`src/rtl/if_id_inst_buffer_if.sv`:
```
// IF->ID instruction buffer bus: fetch-side push handshake and decode-side pop handshake.
interface if_id_inst_buffer_if #(
   parameter int unsigned WIDTH = 32,
   parameter int unsigned PC_W  = 32,
   parameter int unsigned DEPTH = 4
);
   localparam int unsigned CNT_W = $clog2(DEPTH) + 1;

   logic             in_valid;
   logic             in_ready;
   logic [WIDTH-1:0] in_inst;
   logic [PC_W-1:0]  in_pc;
   logic             out_valid;
   logic             out_ready;
   logic [WIDTH-1:0] out_inst;
   logic [PC_W-1:0]  out_pc;
   logic [CNT_W-1:0] count;

   // Buffer side
   modport slave (
      input  in_valid, in_inst, in_pc, out_ready,
      output in_ready, out_valid, out_inst, out_pc, count
   );

   // Fetch/decode side
   modport master (
      output in_valid, in_inst, in_pc, out_ready,
      input  in_ready, out_valid, out_inst, out_pc, count
   );
endinterface

```
`src/rtl/if_id_inst_buffer.sv`:
```
// IF->ID instruction FIFO of {pc, inst} pairs with flush and NOP bubble when empty.
module if_id_inst_buffer #(
   parameter int unsigned     WIDTH = 32,
   parameter int unsigned     PC_W  = 32,
   parameter int unsigned     DEPTH = 4,
   parameter logic [WIDTH-1:0] NOP  = '0
) (
   input logic                clk,
   input logic                rst_n,
   input logic                flush,
   if_id_inst_buffer_if.slave bus
);
   localparam int unsigned PTR_W = $clog2(DEPTH);
   localparam int unsigned CNT_W = PTR_W + 1;

   logic [WIDTH-1:0] inst_mem [DEPTH];
   logic [PC_W-1:0]  pc_mem   [DEPTH];

   logic [PTR_W-1:0] wr_ptr, rd_ptr, wr_ptr_next, rd_ptr_next;
   logic [CNT_W-1:0] count_q, count_next;
   logic             in_ready_q, out_valid_q;
   logic [WIDTH-1:0] out_inst_q, head_inst;
   logic [PC_W-1:0]  out_pc_q, head_pc;
   logic             push, pop;

   // Handshakes use registered flags only, so a full buffer refuses even while popping
   assign push = bus.in_valid & in_ready_q;
   assign pop  = out_valid_q & bus.out_ready;

   // Next pointers/count and the head word that will be visible after this edge
   always_comb begin
      wr_ptr_next = wr_ptr;
      rd_ptr_next = rd_ptr;
      count_next  = count_q;
      head_inst   = NOP;
      head_pc     = '0;
      if (flush) begin
         wr_ptr_next = '0;
         rd_ptr_next = '0;
         count_next  = '0;
      end else begin
         wr_ptr_next = wr_ptr + PTR_W'(push);
         rd_ptr_next = rd_ptr + PTR_W'(pop);
         count_next  = count_q + CNT_W'(push) - CNT_W'(pop);
      end
      if (count_next != '0) begin
         // The word being written this edge becomes head when it lands at the new read pointer
         if (push && !flush && (wr_ptr == rd_ptr_next)) begin
            head_inst = bus.in_inst;
            head_pc   = bus.in_pc;
         end else begin
            head_inst = inst_mem[rd_ptr_next];
            head_pc   = pc_mem[rd_ptr_next];
         end
      end
   end

   // Storage array; contents are don't-care after reset or flush
   always_ff @(posedge clk) begin
      if (rst_n && push && !flush) begin
         inst_mem[wr_ptr] <= bus.in_inst;
         pc_mem[wr_ptr]   <= bus.in_pc;
      end
   end

   // Pointer, count and registered output state
   always_ff @(posedge clk) begin
      if (!rst_n) begin
         wr_ptr      <= '0;
         rd_ptr      <= '0;
         count_q     <= '0;
         in_ready_q  <= 1'b1;
         out_valid_q <= 1'b0;
         out_inst_q  <= NOP;
         out_pc_q    <= '0;
      end else begin
         wr_ptr      <= wr_ptr_next;
         rd_ptr      <= rd_ptr_next;
         count_q     <= count_next;
         in_ready_q  <= (count_next != CNT_W'(DEPTH));
         out_valid_q <= (count_next != '0);
         out_inst_q  <= head_inst;
         out_pc_q    <= head_pc;
      end
   end

   assign bus.in_ready  = in_ready_q;
   assign bus.out_valid = out_valid_q;
   assign bus.out_inst  = out_inst_q;
   assign bus.out_pc    = out_pc_q;
   assign bus.count     = count_q;

   a_count_max: assert property (@(posedge clk) disable iff (!rst_n)
      count_q <= CNT_W'(DEPTH));
   a_ptr_gap: assert property (@(posedge clk) disable iff (!rst_n)
      PTR_W'(wr_ptr - rd_ptr) == count_q[PTR_W-1:0]);
endmodule

```
`src/flat_wrapper.sv`:
```
// flat-port wrapper written by rule: the top's interface ports become plain ports
module if_id_inst_buffer_flat 
#(
   parameter int unsigned     WIDTH = 32,
   parameter int unsigned     PC_W  = 32,
   parameter int unsigned     DEPTH = 4,
   parameter logic [WIDTH-1:0] NOP  = '0
)
  (clk, rst_n, flush, bus_in_valid, bus_in_inst, bus_in_pc, bus_out_ready, bus_in_ready, bus_out_valid, bus_out_inst, bus_out_pc, bus_count);
  if_id_inst_buffer_if #(.WIDTH(WIDTH), .PC_W(PC_W), .DEPTH(DEPTH)) bus_i ();
  input logic clk;
  input logic rst_n;
  input logic flush;
  input wire logic [$bits(bus_i.in_valid)-1:0] bus_in_valid;
  input wire logic [$bits(bus_i.in_inst)-1:0] bus_in_inst;
  input wire logic [$bits(bus_i.in_pc)-1:0] bus_in_pc;
  input wire logic [$bits(bus_i.out_ready)-1:0] bus_out_ready;
  output wire logic [$bits(bus_i.in_ready)-1:0] bus_in_ready;
  output wire logic [$bits(bus_i.out_valid)-1:0] bus_out_valid;
  output wire logic [$bits(bus_i.out_inst)-1:0] bus_out_inst;
  output wire logic [$bits(bus_i.out_pc)-1:0] bus_out_pc;
  output wire logic [$bits(bus_i.count)-1:0] bus_count;
  assign bus_i.in_valid = bus_in_valid;
  assign bus_i.in_inst = bus_in_inst;
  assign bus_i.in_pc = bus_in_pc;
  assign bus_i.out_ready = bus_out_ready;
  assign bus_in_ready = bus_i.in_ready;
  assign bus_out_valid = bus_i.out_valid;
  assign bus_out_inst = bus_i.out_inst;
  assign bus_out_pc = bus_i.out_pc;
  assign bus_count = bus_i.count;
  if_id_inst_buffer #(.WIDTH(WIDTH), .PC_W(PC_W), .DEPTH(DEPTH), .NOP(NOP)) u_core (.clk(clk), .rst_n(rst_n), .flush(flush), .bus(bus_i));
endmodule
```
`config.mk`:
```
export PLATFORM = sky130hd
export DESIGN_NAME = if_id_inst_buffer_flat
export DESIGN_NICKNAME = d
export VERILOG_FILES = /design/src/rtl/if_id_inst_buffer_if.sv /design/src/rtl/if_id_inst_buffer.sv /design/src/flat_wrapper.sv
export SDC_FILE = /design/constraint.sdc
export NUM_CORES = 1
export LEC_CHECK = 0
export ABC_AREA = 1
export CAP_MARGIN = 20
export CORE_AREA = 2 2 201 203
export DETAILED_ROUTE_END_ITERATION = 8
export DIE_AREA = 0 0 203 205
export PLACE_DENSITY_LB_ADDON = 0.25
export SLEW_MARGIN = 0
export SYNTH_ARGS = -nofsm -noshare
export SYNTH_HDL_FRONTEND = slang
export SYNTH_SLANG_ARGS = --single-unit
```
`constraint.sdc`:
```
create_clock -name clk -period 12.3 [get_ports clk]
set_input_delay 2.46 -clock clk [delete_from_list [all_inputs] [get_ports clk]]
set_output_delay 2.46 -clock clk [all_outputs]
set_load 0.01 [all_outputs]
```
After elaboration in Yosys (flattened, before gate mapping)
Memories as Yosys holds them, arrays and structs flattened. A register that Yosys moved wholly into a read port is not among the register bits.
Cells that the tools add are included.
{ "classes": {"addsub": 4, "n_eq_ne": 1, "n_mux": 4, "bitwise_logic": 3, "reduce_logical": 8} }
{ "op_table": {"columns": ["operator", "count"], "rows": [
  ["$add 2x1->2", 2],
  ["$add 3x1->3", 1],
  ["$logic_not 1->1", 3],
  ["$mux 3", 1],
  ["$ne 3x3->1 const B", 1],
  ["$reduce_bool 3->1", 1],
  ["$sub 3x1->3", 1],
  ["$and 1x1->1", 2],
  ["$logic_and 1x1->1", 2],
  ["$mux 1", 2],
  ["$mux 2", 1],
  ["$reduce_and 2->1", 1],
  ["$reduce_or 2->1", 1],
  ["$not 1->1", 1]
]} }
{ "word_totals": {"ff_bits": 9, "ram_bits": 256, "input_bits": 69, "output_inout_bits": 69, "elab_cells": 27, "n_memories": 2} }
{ "mem_list": {"columns": ["memory", "words", "width", "rd", "rd_clocked_by_memory_dff", "write_ports", "line", "rtl"], "rows": [
  ["u_core.inst_mem", 4, 32, 1, 1, 1, "if_id_inst_buffer.sv:16", "logic [WIDTH-1:0] inst_mem [DEPTH];"],
  ["u_core.pc_mem", 4, 32, 1, 1, 1, "if_id_inst_buffer.sv:17", "logic [PC_W-1:0] pc_mem [DEPTH];"]
]} }

Depth between registers and ports, before layout
{ "logic_depth": {"depth_word": 7, "depth_mapped": 15, "mapped_depth_nobuf": 13} }

Least setup slack after synthesis
OpenSTA, ideal clock, no wires.
{ "synth_timing": {"kind": "input-to-reg", "from": "input port flush", "to": "memory u_core.inst_mem[2][0], enable pin", "setup_ns": 0.565, "arrival_ns": 7.185, "required_time_ns": 11.735, "path_slack_ns": 4.550, "cell_stages": 5, "n_path_buf": 0, "cell_sequence": "inv_2 > nand2_1 > nor2_1 > inv_1 > nor3_1"} }
{ "synth_between": {"elab_chain_cells": 4} }
{ "synth_rtl": {"columns": ["element", "line", "rtl"], "rows": [
  ["from (decl)", "flat_wrapper.sv:13", "input logic flush;"],
  ["$logic_not 1->1", null, null],
  ["$logic_and 1x1->1", "if_id_inst_buffer.sv:60", "if (rst_n && push && !flush) begin"],
  ["$mux 1", "if_id_inst_buffer.sv:60", null],
  ["$mux 1 (not written as such)", "if_id_inst_buffer.sv:61", "inst_mem[wr_ptr] <= bus.in_inst;"],
  ["to (decl)", "if_id_inst_buffer.sv:16", null]
]} }
No other way between the ends.

Worst setup path in the final report
{ "layout_timing": {"from": "input port flush", "to": "register u_core.out_pc_q[12] (netlist: u_core.bus.out_pc[12]) (read register of u_core.pc_mem)"} }
{ "layout_between": {"elab_chain_cells": 4, "word_cells_on_any_way": 5, "cone_classes": "mux (2); reduce/logical (3)"} }
{ "layout_rtl": {"columns": ["element", "line", "rtl"], "rows": [
  ["$mux 3", "if_id_inst_buffer.sv:37", "if (flush) begin"],
  ["$reduce_bool 3->1", "if_id_inst_buffer.sv:46", "if (count_next != '0) begin"],
  ["$reduce_and 2->1 (no line)", null, null],
  ["$logic_not 1->1 (no line)", null, null],
  ["to (decl)", "if_id_inst_buffer.sv:23", "logic [PC_W-1:0] out_pc_q, head_pc;"]
]} }
Several ways; a longest one is shown, not always the timed one.
A chain may end at the register's enable or synchronous reset.

==> flow_summary.yaml <==
hold_path:
  min_path_type: "flop to flop"
  min_path_cells: 2
  whs_endpoint: "u_core.wr_ptr[1]"
  hp-start: "u_core.wr_ptr[1]"
logic_synthesis:
  synth_enable_flop_cells: 256
  yosysTopAreaCellShare: 0.564
  syn_inst: 1316
  yosys-top-cells-area: "edfxtp_1, dfxtp_1, nand2_1"
  yosys.area.top_type: "edfxtp_1"
  synth-main-ff-cell: "edfxtp_1"
  ys_warn_count: 0
  synthArstFlopShare: 0
  ys_ff_latch: 329
  syn_area_per_cell_um2: 10.4
  synth_nets: 1388
  ys_types: 30
  netlist_area_um2: 13600
  seq_area_frac_synth: 0.671
critical_path:
  cp.depth: 11
  r2r_slack_ns: 8.66
  r2r_cells: 12
  reg2reg_to: "u_core.bus.out_pc[12]"
  cp.arrival_ns: 6.26
  endpoint_kind: "flop"
  crit_path_start_kind: "input port"
  path_buf_inv: 4
  path_cells: "clkdlybuf4s50_1, inv_2, nand3_4, nand2_1, nand2_1, nor2_4, buf_4, nand2_4, inv_4, nor2_1, nor2_1"
  cpPeakStageDelay_ns: 0.74
  cp_max_fo: 65
  timing.rr.start: "u_core.bus.out_valid"
  required_ns: 12.75
  crit_path_top_delay_cell: "buf_4"
  path_delay_family: "buffers and inverters"
  critPathKind: "input port to flop"
layout:
  final_nets: 1507
  antennaDiodeCount: 0
  drive_gt1_frac: 0.0732
  layout_common_cells: "nand2_1, edfxtp_1, inv_1, clkdlybuf4s50_1, nor2_1"
  layout_commonest_cell: "nand2_1"
  area_delta_synth_final_pct: 21.8
floorplan:
  initial_core_util: 0.346
  die_y_um: 205
  die_area_um2: 41600
  core-area_um2: 39400
  rows: 73
  ioPinCount: 138
  die_w_um: 203
job:
  drv_cap: 0
clock_tree:
  clock_path_buffers: 3
  cts_setup_buffers: 0
  clkTransAtPathRegs_ns: 0.06
  cts_sinks: 329
  cts_resized: 0
  cts_buffers: 37
  ctsHoldBuffers: 0
  root_buffer: "clkbuf_16"
  cts_tree: "yes"
  cts_max_level: 2
  clock_latency_ns: 0.52
power:
  total_power_mw: 2.55
  power.density_nw_per_um2: 153
  ir_worst_vdd_v: 0.0000730
  p_leak_nw: 6.68
drt:
  drt-initial-drc-count: 583
  via_count: 9021
  drtAntennaViolNets: 0
  first_pass_iters: 4
  wl_per_cell_um: 16.1
  via_per_inst: 4.54
  wl_um: 32000
  drc_errors: 0
timing:
  worst_pin_slew_ns: 0.991
  max_freq_ghz: 0.172
  fin_crit_ns: 5.80
  finalSetupTns_ns: 0
  rsz0062_at_grt: "false"
  finClkSkew_ns: 0.0170
  slew_violations: 0
  hold_viol_final: 0
  finalSetupViolCount: 0
  fin_crit_sh: 0.472
  slew_headroom: 0.340
place:
  gp_congestion: 0.769
  dp_hpwl_um: 17000
  io_buffers: 137
global_route:
  antenna_found_initial: 2
  grt_usage: 0.156
  grt_max_degree: 117
  grt-ovfl-total: 0
  grt_pass1_vias: 8888
  grt_pass1_wl_um: 50200
outcome:
  status: "completed"
[worst max path at each step]
| stage | start | to | slack (ns) |
|---|---|---|---|
| 3_3_place_gp | bus_out_ready | u_core.bus.out_pc[2] | 6.02 |
| 5_1_grt | flush | u_core.bus.out_inst[4] | 6.10 |
| 4_1_cts | flush | u_core.bus.out_pc[28] | 6.49 |
| 2_1_floorplan | flush | u_core.inst_mem[2][0] | 4.55 |
| 6_report | flush | u_core.bus.out_pc[12] | 6.50 |
| 3_5_place_dp | flush | u_core.bus.out_pc[12] | 5.94 |
[where the power goes]
| part | internal [mW] | total [mW] | switching [mW] |
|---|---|---|---|
| Combinational | 0.113 | 0.264 | 0.151 |
| Clock | 0.600 | 1.03 | 0.431 |
| Sequential | 1.24 | 1.25 | 0.0163 |
| Total | 1.95 | 2.55 | 0.598 |
[metrics by stage]
step                 util  instance area, µm²  setup WS (ns)  hold WS (ns)  std cells
floorplan               -               13600           4.55         0.545       1316
global placement    0.392               15400           6.02         0.609       1920
detailed placement  0.392               15400           5.94         0.633       1920
CTS                 0.421               16600           6.49         0.648       1986
global route        0.422               16600           6.10         0.686       1987
finish              0.422               16600           6.50         0.656       1987
[registers in the layout, summed over array words and instances, names as in the netlist]
signal                flops
u_core.bus.count          3
u_core.rd_ptr             2
u_core.pc_mem           128
u_core.bus.out_valid      1
u_core.bus.in_ready       1
u_core.inst_mem         128
u_core.bus.out_inst      32
u_core.bus.out_pc        32
u_core.wr_ptr             2
[metal layers]
layer	vias to the layer above	wire [µm]	GRT usage
met5	-	27	0
met4	4	687	0.0414
met3	57	1580	0.0253
met2	198	14900	0.262
met1	4222	14800	0.210
li1	4540	-	-
[kinds of logic after synthesis]
kind of cell,Yosys count,share of synthesized area
simple gates,615,0.201
flops,329,0.671
buf+inv,254,0.0787
compound gates,111,0.0435
xor+xnor,4,0.00257
fa+ha+maj,3,0.00330
[worst min-delay path: stages, from the launching register on]
cell	delay, ns
dfxtp_1	0.38
xnor2_1	0.16
nor2_1	0.08
[synth_stat cells (3+ instances only)]
cell,count
a21oi_1,9
a21oi_2,10
buf_1,3
buf_2,36
buf_4,3
buf_6,8
clkbuf_1,24
dfxtp_1,73
edfxtp_1,256
inv_1,176
nand2_1,363
nand3_1,46
nand3_2,11
nand3b_1,46
nand4_1,39
nor2_1,101
nor3_1,4
o21ai_0,57
o21ai_1,35
xnor2_1,3
[final cells by class]
class                   count  area [µm²]
fillers                  3736       22800
flip-flops and latches    329        9150
multi-input cells         733        3460
repair buffers            154        1520
clock buffers              48        1010
inverters                 180         678
well taps                 525         657
clock inverters            18         131
(Power assumes the default switching activity.)
==> RTL edit (same settings) <==
`DEPTH` is set to 4 in 3 places; all go to 8.
--- a/src/rtl/if_id_inst_buffer_if.sv
+++ b/src/rtl/if_id_inst_buffer_if.sv
@@ -3,5 +3,5 @@
    parameter int unsigned WIDTH = 32,
    parameter int unsigned PC_W  = 32,
-   parameter int unsigned DEPTH = 4
+   parameter int unsigned DEPTH = 8
 );
    localparam int unsigned CNT_W = $clog2(DEPTH) + 1;
--- a/src/rtl/if_id_inst_buffer.sv
+++ b/src/rtl/if_id_inst_buffer.sv
@@ -3,5 +3,5 @@
    parameter int unsigned     WIDTH = 32,
    parameter int unsigned     PC_W  = 32,
-   parameter int unsigned     DEPTH = 4,
+   parameter int unsigned     DEPTH = 8,
    parameter logic [WIDTH-1:0] NOP  = '0
 ) (
--- a/src/flat_wrapper.sv
+++ b/src/flat_wrapper.sv
@@ -4,5 +4,5 @@
    parameter int unsigned     WIDTH = 32,
    parameter int unsigned     PC_W  = 32,
-   parameter int unsigned     DEPTH = 4,
+   parameter int unsigned     DEPTH = 8,
    parameter logic [WIDTH-1:0] NOP  = '0
 )
Ports: changed (resized bus_count); port bits go from 138 to 139. The function was not compared with the original's and may differ.
==> RTL edit against the unedited design <==
  * Total power is 82% higher
  * Clock skew barely moved
  * Via count up 91%
  * Wire length increased by 89%
  * Sequential cell count increased by 259
  * Sequential power up 81%
  * Global-route usage is 13 points higher
  * Cell area increased by 69%
  * Setup slack got worse by 1100 ps
  * Die area unchanged
  * Synthesized area increased by 79%
  * Largest power group unchanged
==> RTL edit: results (changes against the unedited design) <==
* Layout Nets at 2255 (was 1507)
* Port bufs at 138 (was 137)
* P&R area growth vs syn at 14.54% (was 21.77%)
* Top cells by count, synth: edfxtp_1 (512), nand3_1 (454), nand2_1 (404) (was nand2_1 (363), edfxtp_1 (256), inv_1 (176))
* Crit path max fanout at 103 (was 65)
* Placed cell count at 2644 (was 1920)
* Vias in the first global route at 16890 (was 8888)
* Total CTS buffers at 57 (was 37)
* Seq/Total Area, Yosys at 69.18% (was 67.11%)
* Outcome: complete, no violations (unchanged)
* Gr usage total at 29.00% (was 15.60%)
* Wirelength, routed at 60500 um (was 32000 um)
* Worst EP arrival at 7410 ps (was 6260 ps)
* Largest stage delay on the critical path at 820 ps (was 740 ps)
* Post-Syn Nets at 2211 (was 1388)
* Layout cells sized above 1 at 6.242% (was 7.319%)
* EDFF count, synth at 512 (was 256)
* Drt initial violations at 2035 (was 583)
* Maximum vdd drop at 130.8 uV (was 73.02 uV)
* Routability cong. at 0.7599 (was 0.7686)
* Detail Placement HPWL at 28340 um (was 17030 um)
* Slew of the pin with the lowest slew margin at 1187 ps (was 990.7 ps)
* Largest net degree at the start of global routing at 109 (was 117)
* Met3 Use GR at 4.884% (was 2.529%)
* Crit-path slowest cell: xor2_4 (was buf_4)
* Largest regs: u_core.inst_mem x256, u_core.pc_mem x256 (was u_core.inst_mem x128, u_core.pc_mem x128)
* Largest cells by area after synthesis: edfxtp_1 (63%), nand3_1 (9.3%), nand4_1 (6.6%), dfxtp_1 (6.2%), nand2_1 (6.2%) (was edfxtp_1 (56%), dfxtp_1 (11%), nand2_1 (10%), inv_1 (4.8%), nor2_1 (2.8%))
* DP Worst Slack at 5016 ps (was 5942 ps)
* Skew-Pair Late Insertion Delay at 620 ps (was 520 ps)
* Net switching power at 0.001130 W (was 0.0005976 W)
* DR WL/cell at 21.97 um (was 16.10 um)
* Mapped Avg Cell Area at 11.44 um^2 (was 10.36 um^2)
* Global routing usage on met1 at 37.62% (was 21.01%)
* Met2 global-route usage at 49.08% (was 26.22%)
RTL edit: power by group through the flow:
stage / combinational, W / sequential [W] / clock, W
2_1_floorplan: 0.000320 / 0.00231 / 0
3_3_place_gp: 0.000552 / 0.00230 / 0
3_5_place_dp: 0.000566 / 0.00230 / 0
4_1_cts: 0.000571 / 0.00226 / 0.00182
5_1_grt: 0.000631 / 0.00226 / 0.00190
6_report: 0.000574 / 0.00226 / 0.00180
RTL edit: through the flow:
step,power (W),cell area [um^2],hold slack (ps)
6_report,0.004636,27970,589.5
5_1_grt,0.004786,27970,594.4
4_1_cts,0.004646,27940,581.9
3_5_place_dp,0.002864,26000,572.7
3_3_place_gp,0.002851,26000,563.9
2_1_floorplan,0.002628,24420,526.3
RTL edit: metal layers:
metal  routed length, um  vias to the layer above
met4                1711                        2
met3                5794                      134
li1                    -                     7815
met5                  13                        -
met2               30090                      997
met1               22890                     8322
RTL edit: worst min-delay path: stages, from the launching register on:
cell,delay (ps)
dfxtp_1,350
xnor2_1,160
nor2_1,30
RTL edit: path summary, 6_finish.rpt:
check / startpoint / end / slack [ps] / depth (start not counted)
setup / recovery: bus_out_ready / u_core.bus.out_pc[7]$_SDFF_PN0_ / 5440 / 10
hold / removal: u_core.wr_ptr[2]$_SDFF_PP0_ / u_core.wr_ptr[2]$_SDFF_PP0_ / 590 / 2
setup reg to reg: u_core.bus.out_valid$_SDFF_PN0_ / u_core.bus.out_pc[7]$_SDFF_PN0_ / 7410 / 9
hold reg to reg: u_core.wr_ptr[2]$_SDFF_PP0_ / u_core.wr_ptr[2]$_SDFF_PP0_ / 590 / 2
RTL edit: logic make-up (layout without fill, tap and decap cells):
group / count (synthesis) / in the layout / share of synthesized area, %
compound gates: 2 / 2 / 0.04095
xor+xnor: 4 / 4 / 0.1435
fa+ha+maj: 7 / 7 / 0.3894
buf+inv: 331 / 423 / 5.687
flops: 588 / 588 / 69.18
other cells: 0 / 1 / 0
simple gates: 1203 / 1203 / 24.56
RTL edit: final cells by class:
cell class / instances / share of cell area, %
Multi-Input combinational cell: 1216 / 22.47
Clock buffer: 78 / 5.712
Clock inverter: 29 / 1.252
Inverter: 150 / 2.048
Tap cell: 525 / 2.348
Timing Repair Buffer: 166 / 5.761
Sequential cell: 588 / 60.40
Antenna cell: 1 / 0.008945
